===== src/rtl/sa_drain_if.sv =====
// Systolic-array drain handshake bundle.
// Column results in from the PE grid, aligned row vectors out downstream.
interface sa_drain_if #(
    parameter int COLS    = 4,
    parameter int Y_WIDTH = 31
);
    logic [COLS-1:0]         i_c_vld;
    logic [COLS*Y_WIDTH-1:0] i_c;
    logic                    o_vld;
    logic                    i_rdy;
    logic [COLS*Y_WIDTH-1:0] o_y;

    modport slave (
        input  i_c_vld,
        input  i_c,
        input  i_rdy,
        output o_vld,
        output o_y
    );

    modport master (
        output i_c_vld,
        output i_c,
        output i_rdy,
        input  o_vld,
        input  o_y
    );
endinterface


===== src/rtl/sa_drain.sv =====
// Bottom-edge collector: de-skews column results into row vectors
// and buffers them in a first-word-fall-through FIFO.
module sa_drain #(
    parameter int COLS    = 4,
    parameter int Y_WIDTH = 31,
    parameter int DEPTH   = 8
) (
    input  logic                       clk,
    input  logic                       rst_n,
    input  logic                       i_clr,
    sa_drain_if.slave                  bus,
    output logic [$clog2(DEPTH+1)-1:0] o_cnt,
    output logic                       o_afull,
    output logic                       o_ovf,
    output logic                       o_skew_err
);
    localparam int AW = $clog2(DEPTH);
    localparam int CW = $clog2(DEPTH+1);
    localparam int W  = COLS * Y_WIDTH;

    logic [COLS-1:0] av;
    logic [W-1:0]    ad;

    // Column j waits COLS-1-j cycles so all columns line up with the last one
    for (genvar j = 0; j < COLS; j++) begin : g_col
        if (j == COLS-1) begin : g_direct
            assign av[j] = bus.i_c_vld[j];
            assign ad[j*Y_WIDTH +: Y_WIDTH] = bus.i_c[j*Y_WIDTH +: Y_WIDTH];
        end else begin : g_dly
            localparam int N = COLS - 1 - j;
            logic [N-1:0]       v_q;
            logic [Y_WIDTH-1:0] d_q [N];

            always_ff @(posedge clk or negedge rst_n) begin
                if (!rst_n) begin
                    v_q <= '0;
                end else if (i_clr) begin
                    v_q <= '0;
                end else begin
                    v_q[0] <= bus.i_c_vld[j];
                    for (int s = 1; s < N; s++) v_q[s] <= v_q[s-1];
                end
            end

            always_ff @(posedge clk) begin
                if (bus.i_c_vld[j]) d_q[0] <= bus.i_c[j*Y_WIDTH +: Y_WIDTH];
                for (int s = 1; s < N; s++)
                    if (v_q[s-1]) d_q[s] <= d_q[s-1];
            end

            assign av[j] = v_q[N-1];
            assign ad[j*Y_WIDTH +: Y_WIDTH] = d_q[N-1];
        end
    end

    logic [W-1:0]  mem_q [DEPTH];
    logic [AW-1:0] wp_q, wp_d, rp_q, rp_d;
    logic [CW-1:0] cnt_q, cnt_d;
    logic          ovf_q, ovf_d, skew_q, skew_d;
    logic          all_v, part_v, full, pop, push, drop;

    assign all_v  = &av;
    assign part_v = (|av) & ~all_v;
    assign full   = (cnt_q == CW'(DEPTH));
    assign pop    = (cnt_q != '0) & bus.i_rdy & ~i_clr;
    // A pop in the same cycle frees the slot, so full only blocks a lone push
    assign push   = all_v & ~i_clr & (~full | pop);
    assign drop   = all_v & ~i_clr & full & ~pop;

    always_comb begin
        wp_d   = wp_q;
        rp_d   = rp_q;
        cnt_d  = cnt_q;
        ovf_d  = ovf_q | drop;
        skew_d = skew_q | part_v;
        if (push) wp_d = wp_q + AW'(1);
        if (pop)  rp_d = rp_q + AW'(1);
        if (push && !pop) cnt_d = cnt_q + CW'(1);
        if (pop && !push) cnt_d = cnt_q - CW'(1);
        if (i_clr) begin
            wp_d   = '0;
            rp_d   = '0;
            cnt_d  = '0;
            ovf_d  = 1'b0;
            skew_d = 1'b0;
        end
    end

    always_ff @(posedge clk or negedge rst_n) begin
        if (!rst_n) begin
            wp_q   <= '0;
            rp_q   <= '0;
            cnt_q  <= '0;
            ovf_q  <= 1'b0;
            skew_q <= 1'b0;
        end else begin
            wp_q   <= wp_d;
            rp_q   <= rp_d;
            cnt_q  <= cnt_d;
            ovf_q  <= ovf_d;
            skew_q <= skew_d;
        end
    end

    always_ff @(posedge clk) begin
        if (push) mem_q[wp_q] <= ad;
    end

    assign bus.o_vld  = (cnt_q != '0);
    assign bus.o_y    = bus.o_vld ? mem_q[rp_q] : '0;
    assign o_cnt      = cnt_q;
    assign o_afull    = (cnt_q >= CW'(DEPTH - COLS));
    assign o_ovf      = ovf_q;
    assign o_skew_err = skew_q;
endmodule


===== src/flat_wrapper.sv =====
// flat-port wrapper written by rule: the top's interface ports become plain ports
module sa_drain_flat 
#(
    parameter int COLS    = 4,
    parameter int Y_WIDTH = 31,
    parameter int DEPTH   = 8
)
  (clk, rst_n, i_clr, o_cnt, o_afull, o_ovf, o_skew_err, bus_i_c_vld, bus_i_c, bus_i_rdy, bus_o_vld, bus_o_y);
  sa_drain_if #(.COLS(COLS), .Y_WIDTH(Y_WIDTH)) bus_i ();
  input  logic clk;
  input  logic rst_n;
  input  logic i_clr;
  output logic [$clog2(DEPTH+1)-1:0] o_cnt;
  output logic o_afull;
  output logic o_ovf;
  output logic o_skew_err;
  input wire logic [$bits(bus_i.i_c_vld)-1:0] bus_i_c_vld;
  input wire logic [$bits(bus_i.i_c)-1:0] bus_i_c;
  input wire logic [$bits(bus_i.i_rdy)-1:0] bus_i_rdy;
  output wire logic [$bits(bus_i.o_vld)-1:0] bus_o_vld;
  output wire logic [$bits(bus_i.o_y)-1:0] bus_o_y;
  assign bus_i.i_c_vld = bus_i_c_vld;
  assign bus_i.i_c = bus_i_c;
  assign bus_i.i_rdy = bus_i_rdy;
  assign bus_o_vld = bus_i.o_vld;
  assign bus_o_y = bus_i.o_y;
  sa_drain #(.COLS(COLS), .Y_WIDTH(Y_WIDTH), .DEPTH(DEPTH)) u_core (.clk(clk), .rst_n(rst_n), .i_clr(i_clr), .bus(bus_i), .o_cnt(o_cnt), .o_afull(o_afull), .o_ovf(o_ovf), .o_skew_err(o_skew_err));
endmodule

===== config.mk =====
export PLATFORM = sky130hd
export DESIGN_NAME = sa_drain_flat
export DESIGN_NICKNAME = d
export VERILOG_FILES = /design/src/rtl/sa_drain_if.sv /design/src/rtl/sa_drain.sv /design/src/flat_wrapper.sv
export SDC_FILE = /design/constraint.sdc
export NUM_CORES = 1
export LEC_CHECK = 0
export BUFFER_PORTS_ARGS = -buffer_cell sky130_fd_sc_hd__buf_4
export CAP_MARGIN = 20
export CORE_UTILIZATION = 65
export DETAILED_ROUTE_END_ITERATION = 10
export PLACE_DENSITY = 0.95
export SLEW_MARGIN = 10
export SYNTH_ARGS = -nofsm -noshare
export SYNTH_HDL_FRONTEND = slang
export SYNTH_SLANG_ARGS = --single-unit

===== constraint.sdc =====
create_clock -name clk -period 33.5 [get_ports clk]
set_clock_uncertainty 0.15 [all_clocks]
set_input_delay 5.025 -clock clk [delete_from_list [all_inputs] [get_ports clk]]
set_output_delay 5.025 -clock clk [all_outputs]
set_load 0.005 [all_outputs]

==> flow_summary.yaml, run 1 <==
global_routing:
  grt_pass1_wl_um: 143400
  grt_start_max_net_pins: 183
  antenna_found_initial: 5
  track_usage: 0.2907
  grt_pass1_vias: 21510
  grt-ovfl-total: 0
cts:
  cts_sinks: 1196
  cts_setup_buffers: 0
  clkLatencyLatePin_ps: 680
  htreeDepth: 3
  max-clock-path-buffers: 3
  ctsResizeCount: 0
  cts_buffers: 113
  clk_pin_slew_ps: 70
  cts_root_buf: "clkbuf_16"
  postCtsHoldBufs: 0
  cts_tree: "done"
floorplanning:
  coreArea_sq_um: 67040
  die_h_um: 262.2
  fp-row-count: 95
  floorplan.initialDensity: 0.6564
  io_pins: 264
  die-area_sq_um: 68750
  die_width_um: 262.2
setup_path:
  worstSetupPathType: "flop to output pin"
  crit_slowest_cell: "buf_4"
  cp_max_fo: 133
  cp-end-kind: "output pin"
  crit_top_cell: "buf_4"
  critPathLaunchType: "flop"
  cp_cell_sequence: "buf_4, buf_12, mux4_2, mux2i_1, nor2_1, buf_4"
  critPathMaxStageDelay_ps: 850
  cp.arrival_ps: 4700
  critical_path_required_ps: 28320
sta:
  hold_viol: 0
  max_freq_mhz: 101.3
  fin_crit_sh: 0.2947
  setup_violations: 0
  rsz0062_at_grt: "no"
  fin_setup_tns_ps: 0
  maxSlewHeadroom: 0.2233
  min_period_ps: 9873
  tightest_slew_ps: 1165
  slew_violations: 0
route:
  dr_total_vias: 20660
  drc: 0
  totalWireLength_um: 98870
  vias_per_cell: 6.581
  drtPass1Iterations: 7
  postRouteAntennaNets: 0
  routedWlPerCell_um: 31.50
  drtIter0Drc: 2570
synthesis:
  synth_compound_area_frac: 0.002047
  synthSimpleGateAreaFrac: 0.01629
  synth_fa_ha_area_frac: 0.001137
  ys_warn_count: 0
  syn_area_sq_um: 44010
  ys_ff_latch: 1196
  synth_nets: 1984
  synth_edf_count: 1178
  synthMuxAreaShare: 0.1563
  ys_async_sr_fraction: 0.01505
  synth_cell_types: 36
  syn_avg_cell_area_sq_um: 23.81
  ys_seq_area_frac: 0.8141
  synthCells: 1848
  synth_xor_area_frac: 0.001393
  synth_top_family_by_area: "multiplexers"
  synthFlopType: "edfxtp_1"
hold_path:
  hold_class: "flop to flop"
outcome:
  status: "finished, final reports clean"
pwr:
  pwr-share-seq: 0.557
  power_density_nw_per_um2: 59.22
  total_power_mw: 3.013
  power_leakage_nw: 16.15
  p_sw_frac: 0.1941
  p_sw_mw: 0.5849
  power_frac_comb: 0.008
  power_frac_clock: 0.434
  p_int_mw: 2.428
  peakVddDrop_mv: 0.04919
place:
  dp_hpwl_um: 48160
  place_area_sq_um: 47020
  io_buffer_count: 263
  place.gp.congestion: 0.7706
final_layout:
  area_growth_pct: 15.60
  design_area_sq_um: 50870
  layout-drive-gt1-share: 0.3245
  nNetsFinal: 2301
flow_run:
  maxCapViolCount: 0
==> final timing paths <==
path | cells after the start | endpoint | slack [ps] | from
setup / recovery | 6 | bus_o_y[30] | 23630 | u_core.rp_q[0]
hold / removal | 0 | u_core.g_col[0].g_dly.d_q[0][32] | 260 | u_core.g_col[0].g_dly.d_q[0][1]
setup reg to reg | 6 | u_core.mem_q[6][114] | 28800 | u_core.o_cnt[1]
hold reg to reg | 0 | u_core.g_col[0].g_dly.d_q[0][32] | 260 | u_core.g_col[0].g_dly.d_q[0][1]
max in group asynchronous | 1 | u_core.rp_q[2] | 28910 | rst_n
min in group asynchronous | 1 | u_core.o_cnt[3] | 4050 | rst_n
==> power by group through the flow <==
stage               clock network [mW]  logic, mW  registers (mW)
floorplan                            0    0.00209            1.70
global placement                     0     0.0238            1.71
detailed placement                   0     0.0251            1.71
CTS                               1.32     0.0257            1.68
global route                      1.37     0.0269            1.68
finish                            1.31     0.0255            1.68
==> worst max-delay path: cells and delay by family (launching register included) <==
family | cells | cell delay, ps
buffers and inverters | 3 | 1790
muxes | 2 | 1050
DFF | 1 | 760
and+or+nand+nor | 1 | 100
==> through the flow <==
step | util | hold slack [ps] | setup slack [ps] | std cells
floorplan | - | 250.3 | 18190 | 1848
global placement | 0.7014 | 250.6 | 24260 | 2922
detailed placement | 0.7014 | 254.5 | 24170 | 2922
CTS | 0.7584 | 263.3 | 23520 | 3134
global route | 0.7588 | 271.0 | 23300 | 3138
finish | 0.7588 | 264.4 | 23630 | 3139
==> layer usage <==
layer,global-route usage,share of wire,vias to the layer above
met5,0,0,-
met4,0.1102,0.034,0
met3,0.05219,0.080,191
met2,0.4908,0.52,1379
met1,0.3845,0.36,10770
li1,-,-,8321
==> placed cells by master (no fill, tap or decap), drive strengths merged, types with 2 or more instances in the layout <==
cell type  netlist  routed
nand3b           2       2
nand2b           3       3
xnor2            2       2
dfrtp           18      18
edfxtp        1178    1178
a21oi            4       4
clkinvlp         0       9
mux2i          128     128
nor2           140     140
inv              2       6
buf             56     288
diode            0       4
nand3            2       2
mux4           248     248
clkbuf          30     132
clkinv           0      52
xor2             5       5
nand2            3       3
nor3             3       3
bufinv           0      15
nor2b            7       7
ha               4       4
==> synth_stat cells (4+ instances only) <==
master | number | area, sq um
edfxtp_1 | 1178 | 35370
mux4_2 | 248 | 5585
nor2_1 | 140 | 525.5
mux2i_1 | 128 | 1281
buf_2 | 36 | 180.2
clkbuf_1 | 30 | 112.6
buf_1 | 18 | 67.56
dfrtp_1 | 18 | 450.4
nor2b_1 | 7 | 43.79
xor2_1 | 5 | 43.79
ha_1 | 4 | 50.05
==> kinds of logic after synthesis <==
family,after synthesis
flip-flops,1196
multiplexers,377
AND/OR/NAND/NOR,167
buffers and inverters,88
AO/OA/AOI/OAI,9
XOR/XNOR,7
adder cells (fa/ha/maj),4
==> flip-flops by register name, indices dropped and copies added, names as in the netlist <==
| register | flops |
|---|---|
| u_core.o_cnt | 4 |
| u_core.g_col.g_dly.v_q | 6 |
| u_core.wp_q | 3 |
| u_core.g_col.g_dly.d_q | 186 |
| u_core.o_ovf | 1 |
| u_core.mem_q | 992 |
| u_core.o_skew_err | 1 |
| u_core.rp_q | 3 |
==> final cells by class <==
cell class	instances	area, sq um
diodes	4	10.01
multi-input cells	564	7858
clock inverters	80	835.8
well taps	873	1092
inverters	2	7.507
fillers	3252	16170
flip-flops and latches	1196	35840
clock buffers	132	2983
repair buffers	288	2250
Note: power is estimated with default switching activity, not from simulation.
==> inputs of run 2 (changes only) <==
--- a/config.mk
+++ b/config.mk
@@ -7,9 +7,9 @@
 export LEC_CHECK = 0
 export BUFFER_PORTS_ARGS = -buffer_cell sky130_fd_sc_hd__buf_4
 export CAP_MARGIN = 20
-export CORE_UTILIZATION = 65
+export CORE_UTILIZATION = 60
 export DETAILED_ROUTE_END_ITERATION = 10
-export PLACE_DENSITY = 0.95
+export PLACE_DENSITY = 0.9
 export SLEW_MARGIN = 10
 export SYNTH_ARGS = -nofsm -noshare
 export SYNTH_HDL_FRONTEND = slang
==> constraint.sdc (replaced) <==
create_clock -name clk -period 9.5 [get_ports clk]
set_clock_uncertainty 0.15 [all_clocks]
set_input_delay 1.425 -clock clk [delete_from_list [all_inputs] [get_ports clk]]
set_output_delay 1.425 -clock clk [all_outputs]
set_load 0.005 [all_outputs]
==> flow_summary.yaml, run 2 (synthesis results as in run 1) <==
pwr:
  p_sw_frac: 0.1891
  power_density_nw_per_um2: 205.6
  power_frac_clock: 0.425
  p_sw_mw: 1.975
  total_power_mw: 10.45
  pwr-share-seq: 0.567
  power_leakage_nw: 16.07
  power_frac_comb: 0.008
  peakVddDrop_mv: 0.1499
  p_int_mw: 8.470
floorplanning:
  fp-row-count: 98
  die_width_um: 272.8
  floorplan.initialDensity: 0.6114
  die-area_sq_um: 74430
  die_h_um: 272.8
  io_pins: 264
  coreArea_sq_um: 71980
final_layout:
  layout_commonest_cell: "edfxtp_1"
  nNetsFinal: 2301
  layoutNonFillerInstCount: 3213
  area_growth_pct: 15.43
  layout-drive-gt1-share: 0.3180
  final_core_util: 0.7057
  largest_register_ffs: 992
  mostFrequentLayoutCells: "edfxtp_1, buf_4, mux4_2"
  fillers: 3939
  reg_top3: "u_core.mem_q (992), u_core.g_col.g_dly.d_q (186), u_core.g_col.g_dly.v_q (6)"
  top_register: "u_core.mem_q"
cts:
  cts_tree: "done"
  cts_setup_buffers: 0
  ctsResizeCount: 0
  max-clock-path-buffers: 3
  postCtsHoldBufs: 0
  cts_root_buf: "clkbuf_16"
  cts_sinks: 1196
  cts_buffers: 112
  htreeDepth: 3
  clkLatencyLatePin_ps: 650
  clk_pin_slew_ps: 60
sta:
  tightest_slew_ps: 1110
  fin_setup_tns_ps: 0
  slew_violations: 0
  fin_crit_sh: 0.5548
  rsz0062_at_grt: "no"
  hold_viol: 0
  max_freq_mhz: 189.7
  min_period_ps: 5271
  setup_violations: 0
  maxSlewHeadroom: 0.2602
route:
  drtIter0Drc: 2126
  drtPass1Iterations: 5
  vias_per_cell: 6.305
  routedWlPerCell_um: 29.30
  postRouteAntennaNets: 0
  drc: 0
  totalWireLength_um: 94130
  dr_total_vias: 20260
global_routing:
  grt_pass1_wl_um: 137900
  antenna_found_initial: 2
  track_usage: 0.2565
  grt-ovfl-total: 0
  grt_pass1_vias: 21500
  grt_start_max_net_pins: 171
place:
  dp_cells: 3001
  place.gp.congestion: 0.7536
  dp_hpwl_um: 47040
  io_buffer_count: 263
setup_path:
  cp_max_fo: 106
  critPathLaunchType: "flop"
  cp-end-kind: "output pin"
  worstSetupPathType: "flop to output pin"
  cp.arrival_ps: 3700
  critical_path_required_ps: 7930
flow_run:
  maxCapViolCount: 0
outcome:
  status: "finished, final reports clean"
hold_path:
  hold_class: "flop to flop"
==> run 2: power by group through the flow <==
stage	Clock (mW)	Sequential (mW)	Combinational [mW]
floorplan	0	6.01	0.00738
global placement	0	6.02	0.0822
detailed placement	0	6.03	0.0864
CTS	4.50	5.92	0.0877
global route	4.68	5.93	0.0934
finish	4.44	5.92	0.0870
==> run 2: final cells by class <==
| class | count | area (sq um) | area share |
|---|---|---|---|
| multi-input cells | 564 | 7870 | 0.1549 |
| diodes | 2 | 5.005 | 0.00009853 |
| inverters | 2 | 7.507 | 0.0001478 |
| flip-flops and latches | 1196 | 35840 | 0.7055 |
| clock buffers | 147 | 3070 | 0.06045 |
| clock inverters | 63 | 585.6 | 0.01153 |
| well taps | 950 | 1189 | 0.02340 |
| repair buffers | 289 | 2232 | 0.04394 |
==> run 2: layer usage <==
metal  track usage  share of wire  vias up
li1              -              -     8335
met1        0.3431           0.38    10600
met2        0.4265           0.51     1141
met3       0.04859          0.080      180
met4       0.09388          0.029        0
met5             0              0        -
==> run 2: metrics by stage <==
stage | hold WS (ps) | instance area [sq um] | setup slack, ps
finish | 262.4 | 50800 | 4229
global route | 271.4 | 50800 | 3969
CTS | 261.7 | 50790 | 4167
detailed placement | 254.5 | 47140 | 4498
global placement | 251.4 | 47140 | 4559
floorplan | 250.3 | 44020 | 1120
==> run 2: final timing paths <==
check / slack (ps) / start / endpoint / cells past startpoint
min in group asynchronous: 490 / rst_n / u_core.o_skew_err / 1
max: 4230 / u_core.rp_q[0] / bus_o_y[29] / 5
max in group asynchronous: 8490 / rst_n / u_core.rp_q[0] / 1
min: 260 / u_core.g_col[0].g_dly.d_q[0][45] / u_core.g_col[0].g_dly.d_q[0][76] / 0
max reg2reg: 5650 / u_core.o_cnt[1] / u_core.mem_q[4][78] / 5
min reg2reg: 260 / u_core.g_col[0].g_dly.d_q[0][45] / u_core.g_col[0].g_dly.d_q[0][76] / 0
==> run 2: worst max-delay path: stages, from the launching register on <==
cell	delay, ps
dfrtp_4	880
buf_12	740
mux4_2	620
mux2i_1	500
nor2_1	100
buf_4	160
==> inputs of run 3 (changes only) <==
--- a/config.mk
+++ b/config.mk
@@ -7,9 +7,9 @@
 export LEC_CHECK = 0
 export BUFFER_PORTS_ARGS = -buffer_cell sky130_fd_sc_hd__buf_4
 export CAP_MARGIN = 20
-export CORE_UTILIZATION = 60
+export CORE_UTILIZATION = 54
 export DETAILED_ROUTE_END_ITERATION = 10
-export PLACE_DENSITY = 0.9
+export PLACE_DENSITY = 0.86
 export SLEW_MARGIN = 10
 export SYNTH_ARGS = -nofsm -noshare
 export SYNTH_HDL_FRONTEND = slang
==> constraint.sdc (replaced) <==
create_clock -name clk -period 4.4 [get_ports clk]
set_clock_uncertainty 0.15 [all_clocks]
set_input_delay 0.66 -clock clk [delete_from_list [all_inputs] [get_ports clk]]
set_output_delay 0.66 -clock clk [all_outputs]
set_load 0.005 [all_outputs]
==> flow_summary.yaml, run 3 (synthesis results as in run 1) <==
floorplanning:
  floorplan.initialDensity: 0.5464
  die_width_um: 287.5
  io_pins: 264
  coreArea_sq_um: 80550
  fp-row-count: 104
  die_h_um: 287.5
  die-area_sq_um: 82640
sta:
  finalWorstSetupSlack_ps: 409.0
  fin_crit_sh: 0.9070
  min_period_ps: 3991
  rsz0062_at_grt: "no"
  tightest_slew_ps: 990.9
  setup_violations: 0
  holdWs_ps: 29.83
  max_freq_mhz: 250.6
  maxSlewHeadroom: 0.3394
  fin_setup_tns_ps: 0
  hold_viol: 0
  slew_violations: 0
final_layout:
  nNetsFinal: 2399
  final_core_util: 0.6470
  layoutNonFillerInstCount: 3417
  top_register: "u_core.mem_q"
  area.sequential_sq_um: 35840
  multi_input_area_sq_um: 7880
  layout-drive-gt1-share: 0.3137
  fillers: 4937
  design_area_sq_um: 52120
  area_growth_pct: 18.43
  reg_top3: "u_core.mem_q (992), u_core.g_col.g_dly.d_q (186), u_core.g_col.g_dly.v_q (6)"
  largest_register_ffs: 992
  layout_commonest_cell: "edfxtp_1"
  mostFrequentLayoutCells: "edfxtp_1, buf_4, mux4_2"
hold_path:
  min_to: "u_core.g_col[2].g_dly.d_q[0][1]"
  min_path_cells: 1
  hold_class: "input pin to flop"
  min_from: "bus_i_c[63]"
place:
  post-place-ws_ps: 1071
  dp_cells: 3130
  io_buffer_count: 263
  dp_hpwl_um: 48150
  place_area_sq_um: 47750
  place.gp.congestion: 0.7486
pwr:
  power_frac_clock: 0.419
  power_frac_comb: 0.011
  power_density_nw_per_um2: 430.3
  pwr-share-seq: 0.571
  p_int_mw: 18.11
  total_power_mw: 22.42
  peakVddDrop_mv: 0.2930
  power_leakage_nw: 16.53
  p_sw_frac: 0.1925
  p_sw_mw: 4.317
route:
  totalWireLength_um: 94640
  drc: 0
  dr_total_vias: 20550
  drtIter0Drc: 1944
  routedWlPerCell_um: 27.70
  drtPass1Iterations: 5
  vias_per_cell: 6.015
  postRouteAntennaNets: 0
cts:
  cts_tree: "done"
  cts_root_buf: "clkbuf_16"
  cts_setup_buffers: 0
  clkLatencyLatePin_ps: 670
  htreeDepth: 3
  clk_pin_slew_ps: 60
  cts_buffers: 113
  max-clock-path-buffers: 3
  cts_sinks: 1196
setup_path:
  cp_max_fo: 33
  cp-end-kind: "output pin"
  r2r_end: "u_core.mem_q[7][74]"
  ff2ff_setup_slack_ps: 1410
  crit_family: "multiplexers"
  critPathMaxStageDelay_ps: 780
  crit_slowest_cell: "dfrtp_4"
  worstRegToRegCells: 5
  critical_path_required_ps: 3590
  cp_cell_sequence: "buf_12, buf_12, mux4_2, mux2i_1, nor2_1, buf_4"
  path_buf_inv: 3
  critPathLaunchType: "flop"
  r2r-start: "u_core.o_cnt[1]"
  cp_num_cells: 6
  worstSetupPathType: "flop to output pin"
  crit_top_cell: "buf_12"
  cp.arrival_ps: 3180
flow_run:
  maxCapViolCount: 0
outcome:
  status: "finished, final reports clean"
global_routing:
  track_usage: 0.2299
  antenna_found_initial: 3
  grt-ovfl-total: 0
  grt_pass1_wl_um: 138100
  grt_start_max_net_pins: 126
  grt_pass1_vias: 21900
run 3: final cells by class:
class / count / area share
Clock buffer: 148 / 0.05892
Antenna cell: 1 / 0.00004802
Clock inverter: 60 / 0.009795
Timing Repair Buffer: 386 / 0.06679
Tap cell: 1060 / 0.02545
Sequential cell: 1196 / 0.6877
Multi-Input combinational cell: 564 / 0.1512
Inverter: 2 / 0.0001440
run 3: worst max-delay path by stage:
stage	from	end	slack (ps)
2_1_floorplan	bus_i_rdy	u_core.mem_q[4][0]	-1010
3_3_place_gp	u_core.rp_q[0]	bus_o_y[79]	1140
3_5_place_dp	i_clr	u_core.mem_q[7][78]	1070
4_1_cts	u_core.rp_q[0]	bus_o_y[79]	340
5_1_grt	u_core.rp_q[0]	bus_o_y[79]	250
6_report	u_core.rp_q[0]	bus_o_y[79]	410
run 3: layer usage:
layer,vias up,GRT usage,part of all wire
met5,-,0,0.00014
met4,2,0.07261,0.023
met3,160,0.04802,0.080
met2,1019,0.3816,0.51
met1,10830,0.3078,0.39
li1,8538,-,-
run 3: power groups by stage:
stage	clock, mW	sequential [mW]	combinational, mW
4_1_cts	9.53	12.8	0.238
6_report	9.39	12.8	0.235
5_1_grt	9.94	12.8	0.252
3_5_place_dp	0	13.0	0.180
3_3_place_gp	0	13.0	0.171
2_1_floorplan	0	13.0	0.0162
run 3: repair_timing:
item | CTS | global route
hold buffers | 78 | 0
resized for setup | 0 | 0
endpoints found under the hold margin | 95 | 0
